==> src/rtl/quiz_host.sv <==
// Quiz host controller: latches the buzzer winner, waits for the judge (or a
// timeout), updates saturating per-player scores and then clears the buzzer.
module quiz_host #(
  parameter int SCORE_W      = 4,
  parameter int ANSWER_TICKS = 500
) (
  input  logic                   clock,
  input  logic                   reset_n,
  input  logic [2:0]             lights,
  input  logic                   correct,
  input  logic                   wrong,
  output logic                   clear_round,
  output logic [1:0]             winner,
  output logic                   answering,
  output logic [3*SCORE_W-1:0]   scores,
  output logic                   error
);

  typedef enum logic [1:0] {IDLE, ANSWER, CLEAR} state_t;

  localparam int TIMER_W = $clog2(ANSWER_TICKS + 1);

  state_t               state, state_next;
  logic [TIMER_W-1:0]   timer;
  logic                 correct_q, wrong_q;
  logic                 correct_edge, wrong_edge;
  logic                 timeout;
  logic [SCORE_W-1:0]   score [3];
  logic [1:0]           new_winner;
  logic                 inc, dec, illegal;

  assign correct_edge = correct & ~correct_q;
  assign wrong_edge   = wrong & ~wrong_q;
  assign timeout      = (timer == TIMER_W'(ANSWER_TICKS - 1));

  always_comb begin
    state_next = state;
    new_winner = 2'd0;
    inc        = 1'b0;
    dec        = 1'b0;
    illegal    = 1'b0;
    case (state)
      IDLE: begin
        case (lights)
          3'b000: state_next = IDLE;
          3'b001: begin new_winner = 2'd1; state_next = ANSWER; end
          3'b010: begin new_winner = 2'd2; state_next = ANSWER; end
          3'b100: begin new_winner = 2'd3; state_next = ANSWER; end
          default: begin illegal = 1'b1; state_next = CLEAR; end
        endcase
      end
      ANSWER: begin
        // Two edges in one cycle cancel; the timer still runs and may expire.
        if (correct_edge && !wrong_edge) begin
          inc        = 1'b1;
          state_next = CLEAR;
        end else if (wrong_edge && !correct_edge) begin
          dec        = 1'b1;
          state_next = CLEAR;
        end else if (timeout) begin
          dec        = 1'b1;
          state_next = CLEAR;
        end
      end
      CLEAR: begin
        if (lights == 3'b000) state_next = IDLE;
      end
      default: state_next = IDLE;
    endcase
  end

  always_ff @(posedge clock) begin
    if (!reset_n) begin
      state     <= IDLE;
      timer     <= '0;
      correct_q <= 1'b0;
      wrong_q   <= 1'b0;
      winner    <= 2'd0;
      error     <= 1'b0;
      for (int i = 0; i < 3; i++) score[i] <= '0;
    end else begin
      state     <= state_next;
      correct_q <= correct;
      wrong_q   <= wrong;
      if (state == ANSWER) timer <= timer + 1'b1;
      else                 timer <= '0;
      if (state == IDLE && state_next == ANSWER)      winner <= new_winner;
      else if (state == CLEAR && state_next == IDLE)  winner <= 2'd0;
      if (illegal) error <= 1'b1;
      for (int i = 0; i < 3; i++) begin
        if (winner == 2'(i + 1)) begin
          if (inc && score[i] != {SCORE_W{1'b1}}) score[i] <= score[i] + 1'b1;
          if (dec && score[i] != '0)              score[i] <= score[i] - 1'b1;
        end
      end
    end
  end

  assign answering   = reset_n && (state == ANSWER);
  assign clear_round = reset_n && (state == CLEAR);
  assign scores      = {score[2], score[1], score[0]};

endmodule

==> config.mk <==
export PLATFORM = sky130hd
export DESIGN_NAME = quiz_host
export DESIGN_NICKNAME = d
export VERILOG_FILES = /design/src/rtl/quiz_host.sv
export SDC_FILE = /design/constraint.sdc
export NUM_CORES = 1
export LEC_CHECK = 0
export ABC_AREA = 1
export ABC_CLOCK_PERIOD_IN_PS = 7450
export CAP_MARGIN = 20
export CORE_UTILIZATION = 40
export CTS_CLUSTER_DIAMETER = 50
export DETAILED_ROUTE_END_ITERATION = 7
export PLACE_DENSITY = 0.74
export SLEW_MARGIN = 20
export SYNTH_ARGS = -nofsm -noshare
export SYNTH_HDL_FRONTEND = slang
export SYNTH_SLANG_ARGS = --single-unit
==> constraint.sdc <==
create_clock -name clock -period 7.45 [get_ports clock]
set_clock_uncertainty 0.2 [all_clocks]
set_input_delay 1.1175 -clock clock [delete_from_list [all_inputs] [get_ports clock]]
set_output_delay 1.1175 -clock clock [all_outputs]
set_load 0.02 [all_outputs]
==> results.cfg <==
[run_status]
status = complete, no violations

[yosys]
ys_top_cells_by_count = 34 x nand2_1, 25 x nor2_1, 24 x inv_1
yosys_warnings = 0
yosys-top-cells-area = edfxtp_1 21%, dfxtp_1 19%, nand2_1 7.5%
synth_largest_area_cell = edfxtp_1
synth_ff_type = dfxtp_1
synth_nets = 224
syn-cell-area_um2 = 1710
synth.most_common_cell = nand2_1
synthCells = 208
ys_ff_latch = 28
synth_edf_count = 12
yosysTopAreaCellShare_pct = 21.1
ys_seq_area_share_pct = 39.8
ys_types = 31
async_flop_share_pct = 0
synth_area_per_cell_um2 = 8.23

[detailed_routing]
antenna_left = 0
first_pass_iters = 4
post_drt_wl_per_cell_um = 11.2
met3WireLength_um = 126
drtIter0Drc = 36
highest_layer = met4
met1_length_um = 1430
routed_wirelength_um = 3170
routed_via_density = 5.03
drc = 0
vias = 1423
met2WireLength_um = 1580

[timing]
worst_pin_slew_ps = 347
fin_crit_sh_pct = 56.5
rsz0062_at_grt = false
hold_viol = 0
max_freq_mhz = 237
slew_headroom_pct = 76.8
min_period_ps = 4210
finalSetupTns_ps = 0
setup_viol = 0
finalMaxSlewViolations = 0
holdWs_ps = 252

[floorplan]
die_w_um = 67.4
dieArea_um2 = 4540
start_util_pct = 42.2
pin_count = 24
die_h_um = 67.4
fp-row-count = 23
core_um2 = 4060

[cts]
htreeDepth = 1
postCtsSetupRepairBufs = 0
holdBufCountCts = 0
cts_sinks = 28
cts_tree = done
clk_latency_ps = 270
ctsResizeCount = 0
numCtsBuffers = 3
clkSlewWorstSetupHoldPaths_ps = 90
cts_buffer_depth = 2
cts-root-buf = clkbuf_8

[pwr]
ir_drop_mv = 0.120
leakage_nw = 0.855
pwr-share-seq_pct = 55.1
power_switching_uw = 78.2
pwr_density_cell_nw_per_um2 = 152
power.share.clock_pct = 30.3
sw_frac_of_total_pct = 25.2
internal_power_uw = 232
power_frac_comb_pct = 14.5

[finish]
drive_gt1_share_pct = 12.0
final_area_um2 = 2040
final-instance-count-excl-fill = 283
antenna_cells = 0
fin_nets = 250
area_growth_pct = 19.4

[hold_path]
hp-class = reg2reg

[setup_path]
crit_required_ps = 6130
max_stage_delay_ps = 670
path_max_fanout = 9
critPathLaunchType = input pin
crit_top_cell = clkdlybuf4s50_1
critPathArrivalTime_ps = 2890
crit_path_end_kind = output port
crit_type = in2out
critPathBufInv = 3
path_delay_family = buffers and inverters
path_cells = clkdlybuf4s50_1 -> inv_2 -> nor2_1 -> clkdlybuf4s50_1
cp_slowest_cell = clkdlybuf4s50_1

[grt]
grt_overflow = 0
grt_pass1_wl_um = 5330
grt_pass1_vias = 1298
antenna_found_initial = 0
track_usage_pct = 15.2
grt_max_degree = 16

[placed_design]
gp_congestion = 0.827
dp_cells = 279
placed_cell_area_um2 = 1990
io_buffers = 23
hpwl_um = 2430

[run]
cap_violations = 0
## metrics by stage
step	utilization [%]	power (mW)	worst slack, ps
global placement	49.0	0.219	3290
global route	50.4	0.322	3100
floorplan	-	0.203	4430
finish	50.4	0.310	3240
detailed placement	49.0	0.220	3240
CTS	50.4	0.314	3220
## worst register-to-register path: stages, from the launching register on
cell and delay (ps):
dfxtp_1 380, ha_1 250, nand2_2 80, nor2_2 90
nand2_2 80, nand2_4 120, nand3_4 140, inv_1 110
ha_1 270, a21oi_1 140, nand2_1 70, xnor2_1 190
xnor2_1 150, nor2_1 50
## path summary, 6_finish.rpt
path,from,to,slack (ps),cells after the start
worst max-delay path,reset_n,answering,3240,4
worst min register to register,error,error,250,2
worst max register to register,timer[0],score[0][3],4890,13
worst min-delay path,error,error,250,2
## kinds of logic (layout without fill, tap and decap cells)
family,count (synthesis),after routing,synth area share (%)
compound gates,26,26,9.14
buf+inv,32,57,7.60
xor+xnor,10,10,5.12
simple gates,103,103,30.9
fa+ha+maj,9,9,7.46
flops,28,28,39.8
## cell usage in the layout, fill, tap and decap left out, types with 2 or more instances in the layout
| master | count |
|---|---|
| a21oi_1 | 14 |
| a31oi_1 | 2 |
| clkbuf_8 | 4 |
| clkdlybuf4s50_1 | 23 |
| dfxtp_1 | 16 |
| edfxtp_1 | 12 |
| fa_1 | 2 |
| ha_1 | 7 |
| inv_1 | 24 |
| inv_2 | 5 |
| nand2_1 | 34 |
| nand2_2 | 4 |
| nand2_4 | 2 |
| nand3_1 | 20 |
| nand3_4 | 2 |
| nand4_1 | 4 |
| nor2_1 | 25 |
| nor2_2 | 3 |
| nor3_1 | 3 |
| o21ai_0 | 5 |
| o21bai_1 | 2 |
| o32ai_1 | 2 |
| or2_2 | 2 |
| xnor2_1 | 5 |
| xor2_1 | 5 |
## registers in the layout, summed over array words and instances (netlist names)
signal / flops
correct_q: 1
error: 1
score: 12
state: 2
timer: 9
winner: 2
wrong_q: 1
## power groups by stage
stage	clock network, mW	logic, mW	registers (mW)
after floorplan	0	0.0256	0.178
after global placement	0	0.0446	0.174
after detailed placement	0	0.0452	0.175
after CTS	0.0978	0.0455	0.171
after global routing	0.100	0.0502	0.172
final	0.0941	0.0451	0.171
## final cells by class
cell class / instances / area, um^2
Timing Repair Buffer: 23 / 230
Multi-Input combinational cell: 148 / 901
Fill cell: 398 / 2010
Inverter: 30 / 114
Clock buffer: 4 / 55.1
Tap cell: 50 / 62.6
Sequential cell: 28 / 681
## metal layers
metal | track usage, % | up-vias
met2 | 27.3 | 28
met4 | 2.39 | 0
met3 | 4.05 | 4
met5 | 0 | -
li1 | - | 735
met1 | 18.3 | 656
No activity file was read; power rests on OpenSTA's default activity.
